## config.mk

```make
export PLATFORM = sky130hd
export DESIGN_NAME = control_sequencer
export DESIGN_NICKNAME = d
export VERILOG_FILES = /design/src/rtl/ctrl_pkg.sv /design/src/rtl/ctrl_decoder.sv /design/src/rtl/control_sequencer.sv
export SDC_FILE = /design/constraint.sdc
export NUM_CORES = 1
export LEC_CHECK = 0
export BUFFER_PORTS_ARGS = -buffer_cell sky130_fd_sc_hd__buf_2
export CAP_MARGIN = 10
export CORE_UTILIZATION = 34
export CTS_BUF_LIST = sky130_fd_sc_hd__clkbuf_4
export DETAILED_ROUTE_END_ITERATION = 12
export PLACE_DENSITY = 0.82
export RECOVER_POWER = 50
export SYNTH_ARGS = -nofsm -noshare
export SYNTH_HDL_FRONTEND = slang
export SYNTH_HIERARCHICAL = 1
export SYNTH_SLANG_ARGS = --single-unit
```

## constraint.sdc

```tcl
create_clock -name Clock -period 7.1 [get_ports Clock]
set_input_delay 1.42 -clock Clock [delete_from_list [all_inputs] [get_ports Clock]]
set_output_delay 1.42 -clock Clock [all_outputs]
set_load 0.05 [all_outputs]
```

## src/rtl/ctrl_pkg.sv

```systemverilog
// Shared definitions for the P2 hardwired control sequencer: opcode values,
// 4-bit step encoding and the instruction classes produced by ctrl_decoder.
// Optional feature macro: CTRL_MULDIV_EN (adds the mul/div execute sequence).
package ctrl_pkg;

    localparam logic [4:0] OP_LD   = 5'b00000;
    localparam logic [4:0] OP_LDI  = 5'b00001;
    localparam logic [4:0] OP_ST   = 5'b00010;
    localparam logic [4:0] OP_ADD  = 5'b00011;
    localparam logic [4:0] OP_AND  = 5'b00101;
    localparam logic [4:0] OP_OR   = 5'b00110;
    localparam logic [4:0] OP_MUL  = 5'b01110;
    localparam logic [4:0] OP_DIV  = 5'b01111;
    localparam logic [4:0] OP_BRX  = 5'b10010;
    localparam logic [4:0] OP_IN   = 5'b10110;
    localparam logic [4:0] OP_OUT  = 5'b10111;
    localparam logic [4:0] OP_MFHI = 5'b11000;
    localparam logic [4:0] OP_MFLO = 5'b11001;
    localparam logic [4:0] OP_NOP  = 5'b11010;
    localparam logic [4:0] OP_HALT = 5'b11011;

    typedef enum logic [3:0] {
        S_RESET = 4'd0,
        S_T0    = 4'd1,
        S_T1    = 4'd2,
        S_T2    = 4'd3,
        S_T3    = 4'd4,
        S_T4    = 4'd5,
        S_T5    = 4'd6,
        S_T6    = 4'd7,
        S_T7    = 4'd8,
        S_HALT  = 4'd9
    } state_t;

    typedef enum logic [3:0] {
        CL_NOP    = 4'd0,
        CL_ALU    = 4'd1,
        CL_LD     = 4'd2,
        CL_LDI    = 4'd3,
        CL_ST     = 4'd4,
        CL_BR     = 4'd5,
        CL_IN     = 4'd6,
        CL_OUT    = 4'd7,
        CL_MFHI   = 4'd8,
        CL_MFLO   = 4'd9,
        CL_MULDIV = 4'd10,
        CL_HALT   = 4'd11
    } instr_class_t;

    // Classes whose whole execute phase is the single T3 step.
    function automatic logic ends_at_t3(input instr_class_t cls);
        logic done;
        case (cls)
            CL_IN, CL_OUT, CL_MFHI, CL_MFLO, CL_NOP: done = 1'b1;
            default:                                 done = 1'b0;
        endcase
        return done;
    endfunction

endpackage

```

## src/rtl/ctrl_decoder.sv

```systemverilog
// Combinational opcode-to-instruction-class decode for control_sequencer.
// With CTRL_MULDIV_EN undefined, mul/div opcodes fall into the nop class.
module ctrl_decoder
    import ctrl_pkg::*;
#(
    parameter int OPW = 5
) (
    input  logic [OPW-1:0] opcode,
    output instr_class_t   iclass
);

    // Map each opcode onto the execute sequence it uses.
    always_comb begin
        iclass = CL_NOP;
        case (opcode)
            OP_LD:                  iclass = CL_LD;
            OP_LDI:                 iclass = CL_LDI;
            OP_ST:                  iclass = CL_ST;
            OP_ADD, OP_AND, OP_OR:  iclass = CL_ALU;
`ifdef CTRL_MULDIV_EN
            OP_MUL, OP_DIV:         iclass = CL_MULDIV;
`endif
            OP_BRX:                 iclass = CL_BR;
            OP_IN:                  iclass = CL_IN;
            OP_OUT:                 iclass = CL_OUT;
            OP_MFHI:                iclass = CL_MFHI;
            OP_MFLO:                iclass = CL_MFLO;
            OP_HALT:                iclass = CL_HALT;
            default:                iclass = CL_NOP;
        endcase
    end

endmodule

```

## src/rtl/control_sequencer.sv

```systemverilog
// Hardwired control unit for the P2 datapath. Steps RESET -> T0..T7 -> T0,
// one step per clock, and decodes the control strobes combinationally from
// the current step and IR[31:27]. Optional macro: CTRL_MULDIV_EN adds the
// MUL/DIV outputs and the mul/div execute sequence.
module control_sequencer
    import ctrl_pkg::*;
#(
    parameter int OPW = 5
) (
    input  logic        Clock,
    input  logic        Clear,
    input  logic [31:0] IR,
    input  logic        BranchMet,
    output logic        Run,
    output logic        PCout,
    output logic        Zhiout,
    output logic        Zlowout,
    output logic        MDRout,
    output logic        HIout,
    output logic        LOout,
    output logic        InPortout,
    output logic        Cout,
    output logic        BAout,
    output logic        Rout,
    output logic        MARin,
    output logic        Zin,
    output logic        PCin,
    output logic        MDRin,
    output logic        IRin,
    output logic        Yin,
    output logic        HIin,
    output logic        LOin,
    output logic        OutPortin,
    output logic        Rin,
    output logic        CONIn,
    output logic        Gra,
    output logic        Grb,
    output logic        Grc,
    output logic        IncPC,
    output logic        Read,
    output logic        Write,
    output logic        ReadIn,
`ifdef CTRL_MULDIV_EN
    output logic        MUL,
    output logic        DIV,
`endif
    output logic        ADD,
    output logic        AND,
    output logic        OR
);

    state_t          state_r;
    state_t          next_state_s;
    instr_class_t    iclass_s;
    logic [OPW-1:0]  opcode_s;
    logic            unused_ir_s;

    assign opcode_s    = IR[31 -: OPW];
    assign unused_ir_s = ^IR[31-OPW:0];
    assign ReadIn      = 1'b0;

    ctrl_decoder #(.OPW(OPW)) u_decoder (
        .opcode (opcode_s),
        .iclass (iclass_s)
    );

    // Step register; Clear forces RESET immediately from any step.
    always_ff @(posedge Clock or posedge Clear) begin
        if (Clear) begin
            state_r <= S_RESET;
        end else begin
            state_r <= next_state_s;
        end
    end

    // Next step: fetch is fixed, execute length depends on instruction class.
    always_comb begin
        next_state_s = S_RESET;
        case (state_r)
            S_RESET: next_state_s = S_T0;
            S_T0:    next_state_s = S_T1;
            S_T1:    next_state_s = S_T2;
            S_T2:    next_state_s = S_T3;
            S_T3: begin
                if (iclass_s == CL_HALT) begin
                    next_state_s = S_HALT;
                end else if (ends_at_t3(iclass_s)) begin
                    next_state_s = S_T0;
                end else begin
                    next_state_s = S_T4;
                end
            end
            S_T4:    next_state_s = S_T5;
            S_T5: begin
                case (iclass_s)
                    CL_ALU, CL_LDI: next_state_s = S_T0;
                    default:        next_state_s = S_T6;
                endcase
            end
            S_T6: begin
                case (iclass_s)
                    CL_LD, CL_ST: next_state_s = S_T7;
                    default:      next_state_s = S_T0;
                endcase
            end
            S_T7:    next_state_s = S_T0;
            S_HALT:  next_state_s = S_HALT;
            default: next_state_s = S_RESET;
        endcase
    end

    // Strobe decode from step and instruction class; everything defaults low.
    always_comb begin
        Run = 1'b0;       PCout = 1'b0;     Zhiout = 1'b0;    Zlowout = 1'b0;
        MDRout = 1'b0;    HIout = 1'b0;     LOout = 1'b0;     InPortout = 1'b0;
        Cout = 1'b0;      BAout = 1'b0;     Rout = 1'b0;      MARin = 1'b0;
        Zin = 1'b0;       PCin = 1'b0;      MDRin = 1'b0;     IRin = 1'b0;
        Yin = 1'b0;       HIin = 1'b0;      LOin = 1'b0;      OutPortin = 1'b0;
        Rin = 1'b0;       CONIn = 1'b0;     Gra = 1'b0;       Grb = 1'b0;
        Grc = 1'b0;       IncPC = 1'b0;     Read = 1'b0;      Write = 1'b0;
        ADD = 1'b0;       AND = 1'b0;       OR = 1'b0;
`ifdef CTRL_MULDIV_EN
        MUL = 1'b0;       DIV = 1'b0;
`endif
        case (state_r)
            S_RESET, S_HALT: Run = 1'b0;
            S_T0: begin
                Run = 1'b1; PCout = 1'b1; MARin = 1'b1; IncPC = 1'b1;
            end
            S_T1: begin
                Run = 1'b1; Read = 1'b1; MDRin = 1'b1;
            end
            S_T2: begin
                Run = 1'b1; MDRout = 1'b1; IRin = 1'b1;
            end
            S_T3: begin
                Run = 1'b1;
                case (iclass_s)
                    CL_ALU:              begin Grb = 1'b1; Rout = 1'b1; Yin = 1'b1; end
                    CL_LD, CL_LDI, CL_ST: begin Grb = 1'b1; BAout = 1'b1; Yin = 1'b1; end
                    CL_BR:               begin Gra = 1'b1; Rout = 1'b1; CONIn = 1'b1; end
                    CL_IN:               begin InPortout = 1'b1; Gra = 1'b1; Rin = 1'b1; end
                    CL_OUT:              begin Gra = 1'b1; Rout = 1'b1; OutPortin = 1'b1; end
                    CL_MFHI:             begin HIout = 1'b1; Gra = 1'b1; Rin = 1'b1; end
                    CL_MFLO:             begin LOout = 1'b1; Gra = 1'b1; Rin = 1'b1; end
`ifdef CTRL_MULDIV_EN
                    CL_MULDIV:           begin Gra = 1'b1; Rout = 1'b1; Yin = 1'b1; end
`endif
                    default:             Run = 1'b1;
                endcase
            end
            S_T4: begin
                Run = 1'b1;
                case (iclass_s)
                    CL_ALU: begin
                        Grc = 1'b1; Rout = 1'b1; Zin = 1'b1;
                        if (opcode_s == OP_AND) begin
                            AND = 1'b1;
                        end else if (opcode_s == OP_OR) begin
                            OR = 1'b1;
                        end else begin
                            ADD = 1'b1;
                        end
                    end
                    CL_LD, CL_LDI, CL_ST: begin Cout = 1'b1; ADD = 1'b1; Zin = 1'b1; end
                    CL_BR:                begin PCout = 1'b1; Yin = 1'b1; end
`ifdef CTRL_MULDIV_EN
                    CL_MULDIV: begin
                        Grb = 1'b1; Rout = 1'b1; Zin = 1'b1;
                        if (opcode_s == OP_DIV) begin
                            DIV = 1'b1;
                        end else begin
                            MUL = 1'b1;
                        end
                    end
`endif
                    default: Run = 1'b1;
                endcase
            end
            S_T5: begin
                Run = 1'b1;
                case (iclass_s)
                    CL_ALU, CL_LDI: begin Zlowout = 1'b1; Gra = 1'b1; Rin = 1'b1; end
                    CL_LD, CL_ST:   begin Zlowout = 1'b1; MARin = 1'b1; end
                    CL_BR:          begin Cout = 1'b1; ADD = 1'b1; Zin = 1'b1; end
`ifdef CTRL_MULDIV_EN
                    CL_MULDIV:      begin Zlowout = 1'b1; LOin = 1'b1; end
`endif
                    default:        Run = 1'b1;
                endcase
            end
            S_T6: begin
                Run = 1'b1;
                case (iclass_s)
                    CL_LD: begin Read = 1'b1; MDRin = 1'b1; end
                    CL_ST: begin Gra = 1'b1; Rout = 1'b1; MDRin = 1'b1; end
                    CL_BR: begin
                        if (BranchMet) begin
                            Zlowout = 1'b1; PCin = 1'b1;
                        end else begin
                            Zlowout = 1'b0; PCin = 1'b0;
                        end
                    end
`ifdef CTRL_MULDIV_EN
                    CL_MULDIV: begin Zhiout = 1'b1; HIin = 1'b1; end
`endif
                    default: Run = 1'b1;
                endcase
            end
            S_T7: begin
                Run = 1'b1;
                case (iclass_s)
                    CL_LD:   begin MDRout = 1'b1; Gra = 1'b1; Rin = 1'b1; end
                    CL_ST:   Write = 1'b1;
                    default: Run = 1'b1;
                endcase
            end
            default: Run = 1'b0;
        endcase
    end

endmodule
```

==> metrics.md <==
| Metric | Value |
|---|---|
| Worst Tran Pin Value | `1.40 ns` |
| Mux share of post-synthesis cell area | `1.26%` |
| Most common cell in the netlist | `nor2_1` |
| Avg Synthesized Cell Area | `6.45 µm²` |
| 1st-iter DRT viols | `25` |
| TritonCTS clock tree | `done` |
| Rel. slew slack | `5.39%` |
| Synth Register Bits | `4` |
| Max-slew violations | `0` |
| Antenna Nets Post-Route | `0` |
| Area grow syn2layout | `17.2%` |
| Drt first pass iters | `4` |
| Setup violations, final | `0` |
| Largest net degree at the start of global routing | `19` |
| Post-synth top cells | `19 x nor2_1, 10 x a21oi_1, 9 x nor3_1` |
| Global-route wire length before repair | `3460 µm` |
| LEAKAGE | `0.505 nW` |
| Clock sinks | `4` |
| Synth Area in Adders | `2.79%` |
| CORE AREA | `0.00248 mm²` |
| Critical Path Source Type | `input port` |
| Buffer depth of the longest clock path | `2` |
| RePlAce Congestion | `0.874` |
| Die ar. | `0.00284 mm²` |
| # IOs | `67` |
| MaxCap Viol Count | `0` |
| # hold bufs at CTS | `0` |
| Regs by FF count | `state_r (4)` |
| Number of vias after detailed routing | `1058` |
| Total grt overflow | `0` |
| Clk slew on worst S/H paths | `0.04 ns` |
| WP data arrival | `4.25 ns` |
| Width of the die | `53.3 µm` |
| RSZ-0062 raised after global routing | `no` |
| Diodes inserted | `0` |
| Simple-gate portion of the synthesized area | `45.4%` |
| Nets | `205` |
| Final hold vios | `0` |
| Run status | `finished, final reports clean` |
| Cell row count | `18` |
| Worst vdd ir | `0.156 mV` |
| Skew-Pair Late Insertion Delay | `0.23 ns` |
| Ys async rst share | `100%` |
| CP max FO | `15` |
| Postcts setup bufs | `0` |
| Final wirelength | `2200 µm` |
| Via density | `5.40` |
| Max reg flops | `4` |
| Synth cell types | `42` |
| Biggest register | `state_r` |
| # fillers | `285` |
| WL per Instance | `11.2 µm` |
| Clock Skews | `0.00333 ns` |
| Main synth FF type | `dfrtp_1` |
| DRC errors left | `0` |
| Initial antenna violation count | `0` |
| Warnings, synthesis | `6` |
| Top post-synthesis cells by area | `dfrtp_1 11%, nor2_1 8.0%, a21oi_1 5.6%, nor3_1 5.0%, nor3b_1 5.0%` |
| TNS Setup | `0 ns` |
| Post-DP Area | `0.00104 mm²` |
| CP Capture Type | `output pin` |
| Mapped Area | `896 µm²` |
| Post-synth top area share | `11.2%` |
| Post-route clock period utilization | `79.8%` |
| Post-synth EDFFs | `0` |
| Yosys top cell by area | `dfrtp_1` |
| H-tree level count | `1` |
| Xor-xnor portion of the synthesized cell area | `3.91%` |
| GRT Total Usage | `16.6%` |
| Initial Utilization | `36.2%` |
| Vias in the first global route | `779` |
| PortBufs | `35` |
| Post-Syn Instances | `139` |
| Worst Setup Path Type | `in -> out` |
| Die Y | `53.3 µm` |
| Finished Cell Area | `0.00105 mm²` |
| Worst EP required | `5.68 ns` |
| Post-CTS Resized | `0` |
| PD cells | `340 mW/mm²` |
| Hold Crit Class | `reg -> reg` |
| Post-synthesis compound-gate area fraction | `23.7%` |
| Largest family of logic cells by synthesized area | `simple AND/OR/NAND/NOR gates` |
| Tmin final | `5.67 ns` |
| Root Buffer | `clkbuf_4` |
| Inserted Clock Buffers | `3` |
| DP HPWL | `1650 µm` |
| Maximum clock rate | `176 MHz` |
| Post-synthesis sequential area ratio | `11.2%` |
| Share of layout cells above drive strength 1 | `18.7%` |
logic make-up after synthesis:
family                   after synthesis
XOR/XNOR                               4
adder cells (fa/ha/maj)                2
flip-flops                             4
other                                  1
AO/OA/AOI/OAI                         34
buffers and inverters                 20
AND/OR/NAND/NOR                       73
multiplexers                           1
layer usage:
layer | routed length (µm) | GRT usage (%) | part of all wire [%] | vias to the layer above
met3 | 138 | 1.72 | 6.3 | 0
met4 | 0 | 9.21 | 0 | 0
li1 | - | - | - | 543
met1 | 980 | 20.9 | 44 | 474
met5 | 0 | 0 | 0 | -
met2 | 1090 | 27.1 | 49 | 41
metrics by stage:
stage          hold slack [ns]  total power, mW  std cells  util [%]  setup WS (ns)
3_5_place_dp             0.734            0.330        193      42.0           1.86
5_1_grt                  0.771            0.387        196      42.4           1.06
3_3_place_gp             0.723            0.328        193      42.0           1.88
4_1_cts                  0.731            0.360        196      42.9           1.85
6_report                 0.729            0.357        196      42.4           1.43
2_1_floorplan            0.637            0.283        142         -           1.45
path summary, 6_finish.rpt:
path	start	end	slack [ns]	cells past startpoint
max	IR[27]	Zlowout	1.43	11
min	state_r[3]	state_r[1]	0.73	1
max reg2reg	state_r[2]	state_r[3]	5.21	3
min reg2reg	state_r[3]	state_r[1]	0.73	1
max in group asynchronous	Clear	state_r[3]	5.89	2
min in group asynchronous	Clear	state_r[0]	1.06	2
where the power goes:
group / switching [mW] / internal, mW / total, mW / leakage, nW
clock: 0.00898 / 0.0189 / 0.0279 / 0.0138
sequential: 0.0363 / 0.0322 / 0.0685 / 0.0493
combinational: 0.191 / 0.0687 / 0.260 / 0.442
total: 0.237 / 0.120 / 0.357 / 0.505
critical path, cell delays in order:
cell and delay, ns:
clkbuf_1 0.14, inv_1 0.08, ha_1 0.29, nor2_1 0.09, a22oi_1 0.06, o21ai_0 1.07
nor2b_1 0.29, and3_1 0.24, and4_1 0.23, a31o_2 0.10, buf_2 0.25
final cells by class:
class	instances	area, µm²	share of cell area, %
multi-input combinational	118	706	67.2
timing repair buffer	35	161	15.4
sequential	4	100	9.54
tap	30	37.5	3.58
clock buffer	3	22.5	2.15
inverter	6	22.5	2.15
placed cells by master (no fill, tap or decap), types with 4 or more instances in the layout:
master    synthesis  routed
buf_2             3      24
nor2_1           19      19
clkbuf_1          6      11
a21oi_1          10      10
nor3_1            9       9
nand2_1           8       8
o21ai_0           7       8
nor2b_1           7       7
nand2b_1          7       7
inv_1             6       6
nor3b_1           6       6
a31oi_1           4       4
nand3_1           4       4
conb_1            1       4
dfrtp_1           4       4
(Power assumes the default switching activity.)
